$ cat config.mk
export PLATFORM = sky130hd
export DESIGN_NAME = rename_queue
export DESIGN_NICKNAME = d
export VERILOG_FILES = /design/src/rtl/rename_queue.sv
export SDC_FILE = /design/constraint.sdc
export NUM_CORES = 1
export LEC_CHECK = 0
export CORE_MARGIN = 4
export CORE_UTILIZATION = 50
export DETAILED_ROUTE_END_ITERATION = 12
export PLACE_DENSITY = 0.69
export SYNTH_ARGS = -nofsm -noshare
export SYNTH_HDL_FRONTEND = slang
export SYNTH_SLANG_ARGS = --single-unit
$ cat constraint.sdc
create_clock -name CLK -period 38.5 [get_ports CLK]
set_clock_uncertainty 0.05 [all_clocks]
set_input_delay 11.55 -clock CLK [delete_from_list [all_inputs] [get_ports CLK]]
set_output_delay 11.55 -clock CLK [all_outputs]
set_load 0.02 [all_outputs]
$ cat src/rtl/rename_queue.sv
// ----------------------------------------------------------------------------
// rename_queue
//
// FIFO between the ID stage and the Rename stage. ID pushes one decoded
// bundle per cycle. Rename always sees the oldest bundle on RNMQ_DATA_OUT in
// first-word-fall-through form.
//
// Handshake semantics:
//   Enqueue side: ID samples RNMQ_full one cycle before it asserts RNMQ_NQ.
//     For that reason RNMQ_full rises SKID entries early. An RNMQ_NQ is
//     accepted whenever real capacity remains (count < DEPTH), whatever
//     the state of RNMQ_full. An enqueue at count == DEPTH is dropped and
//     sets the sticky RNMQ_overflow flag.
//   Dequeue side: RNMQ_empty is the inverse of "valid". An RNMQ_DQ pops the
//     head only when the queue is non-empty. A DQ on an empty queue has no
//     effect.
//   FLUSH empties the queue and masks any NQ/DQ in the same cycle.
//   RESET outranks everything.
//
// Ports:
//   CLK, RESET (sync, active-high), FLUSH
//   RNMQ_NQ, RNMQ_DATA_IN       : enqueue strobe and payload from ID
//   RNMQ_full                   : early back-pressure to ID
//   RNMQ_DQ                     : dequeue strobe from Rename
//   RNMQ_DATA_OUT               : head bundle, or zero when empty
//   RNMQ_empty, RNMQ_count      : occupancy status
//   RNMQ_overflow               : sticky dropped-enqueue flag
// ----------------------------------------------------------------------------
module rename_queue #(
  parameter int DEPTH  = 8,
  parameter int DATA_W = 134,
  parameter int SKID   = 1
) (
  input  logic                     CLK,
  input  logic                     RESET,
  input  logic                     FLUSH,
  input  logic                     RNMQ_NQ,
  input  logic [DATA_W-1:0]        RNMQ_DATA_IN,
  output logic                     RNMQ_full,
  input  logic                     RNMQ_DQ,
  output logic [DATA_W-1:0]        RNMQ_DATA_OUT,
  output logic                     RNMQ_empty,
  output logic [$clog2(DEPTH):0]   RNMQ_count,
  output logic                     RNMQ_overflow
);

  localparam int PTR_W = $clog2(DEPTH);
  localparam int CNT_W = PTR_W + 1;

  localparam logic [CNT_W-1:0] DEPTH_C  = CNT_W'(DEPTH);
  localparam logic [CNT_W-1:0] FULL_THR = CNT_W'(DEPTH - SKID);

  logic [DATA_W-1:0] mem_q [DEPTH];

  logic [PTR_W-1:0] rd_ptr_q, rd_ptr_d;
  logic [PTR_W-1:0] wr_ptr_q, wr_ptr_d;
  logic [CNT_W-1:0] count_q, count_d;
  logic             overflow_q, overflow_d;

  logic enq_ok;
  logic deq_ok;
  logic mem_we;

  always_comb begin
    rd_ptr_d   = rd_ptr_q;
    wr_ptr_d   = wr_ptr_q;
    count_d    = count_q;
    overflow_d = overflow_q;
    mem_we     = 1'b0;

    // Acceptance uses true capacity, not RNMQ_full. The SKID slots exist
    // only to absorb ID's one-cycle-late enqueue.
    enq_ok = RNMQ_NQ && (count_q < DEPTH_C);
    deq_ok = RNMQ_DQ && (count_q != '0);

    if (FLUSH) begin
      rd_ptr_d = '0;
      wr_ptr_d = '0;
      count_d  = '0;
    end else begin
      if (RNMQ_NQ && (count_q == DEPTH_C)) begin
        overflow_d = 1'b1;
      end
      if (enq_ok) begin
        mem_we   = 1'b1;
        wr_ptr_d = wr_ptr_q + PTR_W'(1);
      end
      if (deq_ok) begin
        rd_ptr_d = rd_ptr_q + PTR_W'(1);
      end
      unique case ({enq_ok, deq_ok})
        2'b10:   count_d = count_q + CNT_W'(1);
        2'b01:   count_d = count_q - CNT_W'(1);
        default: count_d = count_q;
      endcase
    end
  end

  always_ff @(posedge CLK) begin
    if (RESET) begin
      rd_ptr_q   <= '0;
      wr_ptr_q   <= '0;
      count_q    <= '0;
      overflow_q <= 1'b0;
    end else begin
      rd_ptr_q   <= rd_ptr_d;
      wr_ptr_q   <= wr_ptr_d;
      count_q    <= count_d;
      overflow_q <= overflow_d;
    end
  end

  // The storage array has no reset. Stale contents are harmless because
  // DATA_OUT is forced to zero whenever count is zero.
  always_ff @(posedge CLK) begin
    if (!RESET && mem_we) begin
      mem_q[wr_ptr_q] <= RNMQ_DATA_IN;
    end
  end

  always_comb begin
    RNMQ_empty    = (count_q == '0);
    RNMQ_full     = (count_q >= FULL_THR);
    RNMQ_count    = count_q;
    RNMQ_overflow = overflow_q;
    RNMQ_DATA_OUT = RNMQ_empty ? '0 : mem_q[rd_ptr_q];
  end

endmodule

==> results.cfg, run 1 <==
[clock_tree]
cts.repair.resized = 0
count_of_clock_tree_sinks = 1086
cts-root-buf = clkbuf_16
cts.htree.levels = 3
cts.clk_slew.worst_paths_ps = 60
worstSkewPairLatency_ps = 650
post_cts.repair.setup_buffers = 0
clock_tree_from_tritoncts = built
ctsLongestPathBuffers = 3
cts_hold_buffers = 0
number_of_clock_buffers_inserted_by_tritoncts = 108

[finish]
final_nets = 2251
area.growth.synth_to_final_pct = 18.01
drive_above_1_share_pct = 21.68

[routing]
highest_layer = met5
drt_first_iter_violations = 1531
routed_met2_length_um = 42700
drt-vias-per-instance = 5.744
detailroute.wirelength.met3_um = 5150
via_total_after_detailed_routing = 18817
post_drt_wl_per_cell_um = 26.06
drt_pass1_iterations = 5
routed_wl_um = 85360
antenna_left = 0
met1_length_um = 36040
residual_drc_count = 0

[global_route]
grt_max_degree = 123
global_route.usage.total_pct = 19.69
grt-ovfl-total = 0
first_pass_grt_wire_length_um = 128600
first_global_vias = 20440
antenna_found_initial = 12

[die]
die_w_um = 295.7
die_area_um2 = 87430
top_level_ports = 280
floorplan.rows = 105
fp.coreArea_um2 = 82110
die_h_um = 295.7
initial_utilization_pct = 50.40

[logic_synthesis]
postSynthCellCount = 1780
number_of_distinct_library_cells_after_synthesis = 33
post_synth_most_frequent_cells = 1072 x edfxtp_1, 268 x mux4_2, 151 x nor2_1
synth_nets = 1924
post-synth-top-count-cell = edfxtp_1
synthFlopType = edfxtp_1
synth_top_cell_area_share_pct = 77.79
synth.avg_cell_area_um2 = 23.25
yosysSeqAreaShare_pct = 78.47
synth_top_cells_by_area = edfxtp_1 78%, mux4_2 15%, mux2i_1 3.3%, nor2_1 1.4%, buf_6 0.71%
synth_warnings = 0
synth.largest_area_cell = edfxtp_1
synth-async-reset-ratio_pct = 0
synth_edf_count = 1072
ys_seq_elements = 1086
syn-cell-area_um2 = 41380

[power]
powerDensity_nw_per_um2 = 50.21
leakage_uw = 0.01468
ir_drop_worst_case_vdd_mv = 0.03884

[sta]
maxSlewViolCount = 0
setup_viol = 0
achievable-frequency_mhz = 60.37
setup_tns_ps = 0
layout_worst_path_cycle_share_pct = 43.03
minimum_clock_period_after_layout_ps = 16570
worst_slew_margin_rel_pct = 25.06
worst_pin_slew_ps = 1124
setup_slack_ps = 21930
final_hold_violations = 0
grt_setup_unrepaired = false

[critical_path]
critical-path-top-cell-by-count = buf_4
cpMaxStageDelayCell = dfxtp_4
worst-endpoint-arrival_ps = 4970
cp.buffers_inverters = 3
worstPathRequired_ps = 26900
critPathTopFamily = buffers and inverters
cp-end-kind = primary output
delay_of_the_slowest_cell_on_the_worst_path_ps = 1020
worst-path-max-fanout = 70
cp-start-kind = flip-flop
critical_path_start_end_classification = reg -> out
path_cells = buf_4 -> buf_4 -> mux4_2 -> mux2i_1 -> nor2_1 -> clkdlybuf4s50_1

[placed_design]
io_buffers = 279
detailed_placer_s_ending_hpwl_um = 44810
routabilityCongestion = 0.6945
preCtsSetupSlack_ps = 22530

[hold_path]
min_path_type = reg -> reg

[run_status]
status = finished, final reports clean

[flow_run]
cap_violations = 0
## path summary, 6_finish.rpt
kind,start,to,slack [ps],cells past startpoint
max,flip-flop,RNMQ_DATA_OUT[53],21930,6
min,RNMQ_overflow,RNMQ_overflow,480,2
max reg2reg,RNMQ_count[3],mem_q[4][94],34900,6
min reg2reg,RNMQ_overflow,RNMQ_overflow,480,2
## power breakdown
group	total, uW	internal [uW]	switching, uW
Combinational	106	47.2	59.1
Sequential	1310	1310	2.53
Clock	1040	614	424
## state kept, by name, indices dropped and copies added, names as in the netlist, named ones only
| name | flops |
|---|---|
| mem_q | 1072 |
| RNMQ_count | 4 |
| rd_ptr_q | 3 |
| wr_ptr_q | 3 |
| RNMQ_overflow | 1 |
## logic make-up after synthesis
kind of cell | count (synthesis) | synth area share, %
adder cells (fa/ha/maj) | 5 | 0.1512
AO/OA/AOI/OAI | 9 | 0.1421
AND/OR/NAND/NOR | 173 | 1.672
XOR/XNOR | 7 | 0.1663
flip-flops | 1086 | 78.47
multiplexers | 405 | 17.90
buffers and inverters | 95 | 1.503
## cells in the final DEF, fill, tap and decap left out, types with 5 or more instances in the layout
cell	n
buf_12	5
buf_4	25
bufinv_16	12
clkbuf_1	18
clkbuf_16	110
clkbuf_8	6
clkdlybuf4s50_1	279
clkinv_1	21
clkinv_2	24
dfxtp_1	11
diode_2	10
edfxtp_1	1072
ha_1	5
mux2i_1	137
mux4_2	268
nand2_1	6
nor2_1	145
nor2_4	6
xor2_1	5
## cell type report
| cell class | count | area [um2] |
|---|---|---|
| Tap cell | 1070 | 1339 |
| Multi-Input combinational cell | 599 | 8344 |
| Antenna cell | 10 | 25.02 |
| Sequential cell | 1086 | 32480 |
| Timing Repair Buffer | 309 | 3080 |
| Inverter | 3 | 13.76 |
| Clock inverter | 65 | 645.6 |
| Clock buffer | 134 | 2903 |
| Fill cell | 5709 | 33280 |
## worst min-delay path, delay by kind of cell (launching register included)
kind            cells  cell delay [ps]
flops               1              350
compound gates      1               50
simple gates        1               80
## stage by stage
stage / utilization (%) / hold slack [ps] / instance area (um2) / total power, uW / std cells
finish: 59.47 / 479.2 / 48830 / 2452 / 3276
global route: 59.45 / 517.2 / 48810 / 2537 / 3268
CTS: 59.44 / 480.9 / 48810 / 2476 / 3266
detailed placement: 55.12 / 462.1 / 45260 / 1440 / 3067
global placement: 55.12 / 456.9 / 45260 / 1437 / 3067
floorplan: - / 434.7 / 41380 / 1384 / 1780
## per-layer routing
layer,GRT usage [%],up-vias
met2,32.52,512
met3,3.857,110
met5,0,-
li1,-,8127
met1,27.62,10062
met4,4.775,6
Note: power is estimated with default switching activity, not from simulation.
==> inputs of run 2 (changes only) <==
PLACE_DENSITY = 0.72   (was 0.69)
clock period = 15.06 ns   (was 38.5 ns; I/O delays follow)
==> run 2 against run 1 <==
First-iteration DRC count is 15% higher. Critical endpoint is now RNMQ_DATA_OUT[95]. Setup slack worse by 16000 ps. Flip-flop and latch count stayed put. Utilization is 0.14 points lower. Critical path type unchanged. Global-route usage is 0.19 points higher. Wire length is 1.1% higher.
==> results.cfg, run 2 (synthesized netlist as in run 1, its figures left out) <==
[flow_run]
cap_violations = 0

[finish]
largest_register = mem_q
largest_register_ff_count = 1072
layout.core_utilization_pct = 59.34
area.growth.synth_to_final_pct = 17.73
final_nets = 2241
layout.cells.most_common_list = 1072 x edfxtp_1, 279 x clkdlybuf4s50_1, 268 x mux4_2, 145 x nor2_1, 137 x mux2i_1
drive_above_1_share_pct = 20.90
commonest_non_fill_non_tap_cell_in_the_layout = edfxtp_1

[sta]
setup_tns_ps = 0
setup_viol = 0
layout_worst_path_cycle_share_pct = 59.89
grt_setup_unrepaired = false
minimum_clock_period_after_layout_ps = 9020
worst_pin_slew_ps = 1169
final_hold_violations = 0
holdWs_ps = 439.5
maxSlewViolCount = 0
worst_slew_margin_rel_pct = 22.07
achievable-frequency_mhz = 110.9

[global_route]
first_global_vias = 20533
first_pass_grt_wire_length_um = 129100
antenna_found_initial = 18
global_route.usage.total_pct = 19.87
grt-ovfl-total = 0
grt_max_degree = 135

[critical_path]
critical-path-top-cell-by-count = buf_4
worst-path-max-fanout = 54
cp-start-kind = flip-flop
cpMaxStageDelayCell = buf_4
critical_path_start_end_classification = reg -> out
worstPathRequired_ps = 10490
critPathTopFamily = buffers and inverters
cp.buffers_inverters = 3
worst-endpoint-arrival_ps = 4450
path_cells = buf_4 -> buf_4 -> mux4_2 -> mux2i_1 -> nor2_1 -> clkdlybuf4s50_1
delay_of_the_slowest_cell_on_the_worst_path_ps = 950
cp-end-kind = primary output
timing.rr.start = RNMQ_count[3]

[clock_tree]
cts_hold_buffers = 0
cts.htree.levels = 3
clock_tree_from_tritoncts = built
post_cts.repair.setup_buffers = 0
number_of_clock_buffers_inserted_by_tritoncts = 107
worstSkewPairLatency_ps = 650
cts-root-buf = clkbuf_16
count_of_clock_tree_sinks = 1086
ctsLongestPathBuffers = 3
cts.repair.resized = 0
cts.clk_slew.worst_paths_ps = 60

[placed_design]
io_buffers = 279
detailed_placer_s_ending_hpwl_um = 42660
routabilityCongestion = 0.7131

[power]
powerDensity_nw_per_um2 = 127.1
ir_drop_worst_case_vdd_mv = 0.09588
post-layout-total-power_uw = 6194
leakage_uw = 0.01455

[die]
fp.coreArea_um2 = 82110
top_level_ports = 280
die_h_um = 295.7
die_w_um = 295.7
initial_utilization_pct = 50.40
floorplan.rows = 105
die_area_um2 = 87430

[routing]
drt-vias-per-instance = 5.808
via_total_after_detailed_routing = 18980
routed_wl_um = 86290
drt_first_iter_violations = 1765
residual_drc_count = 0
antenna_left = 0
drt_pass1_iterations = 5
post_drt_wl_per_cell_um = 26.40

[hold_path]
min_path_type = reg -> reg
worstHoldStart = RNMQ_overflow

[run_status]
status = finished, final reports clean
-- run 2: final timing paths --
| kind | end | slack [ps] | depth (start not counted) |
|---|---|---|---|
| max reg2reg | mem_q[4][118] | 11460 | 6 |
| min reg2reg | RNMQ_overflow | 440 | 2 |
| max | RNMQ_DATA_OUT[95] | 6040 | 6 |
| min | RNMQ_overflow | 440 | 2 |
-- run 2: stage by stage --
step	worst slack, ps	cells	area [um2]
final	6040	3268	48720
after global routing	5518	3260	48700
after detailed placement	6477	3058	45250
after floorplan	151.7	1780	41390
after CTS	5786	3257	48690
after global placement	6536	3058	45250
-- run 2: tightest hold or removal path: cells and delay by family, from the launching register on --
family / cells / cell delay [ps]
AND/OR/NAND/NOR: 1 / 80
flip-flops: 1 / 330
AO/OA/AOI/OAI: 1 / 50
-- run 2: layout make-up --
class | count | area (um2)
Clock buffer | 132 | 2814
Antenna cell | 11 | 27.53
Inverter | 3 | 13.76
Multi-Input combinational cell | 599 | 8351
Fill cell | 5680 | 33390
Sequential cell | 1086 | 32480
Clock inverter | 67 | 630.6
Timing Repair Buffer | 300 | 3063
Tap cell | 1070 | 1339
-- run 2: metal layers --
metal	part of all wire (%)	GRT usage, %	vias up
met5	0.11	0	-
met4	1.3	3.948	16
met3	7.4	4.890	110
met2	49	31.86	578
met1	42	28.48	10173
li1	-	-	8103
-- run 2: where the power goes --
part           internal, uW  leakage [uW]  switching (uW)
clock network          1490       0.00167            1090
logic                   121       0.00311             152
registers              3340       0.00977            5.56
total                  4940        0.0146            1250
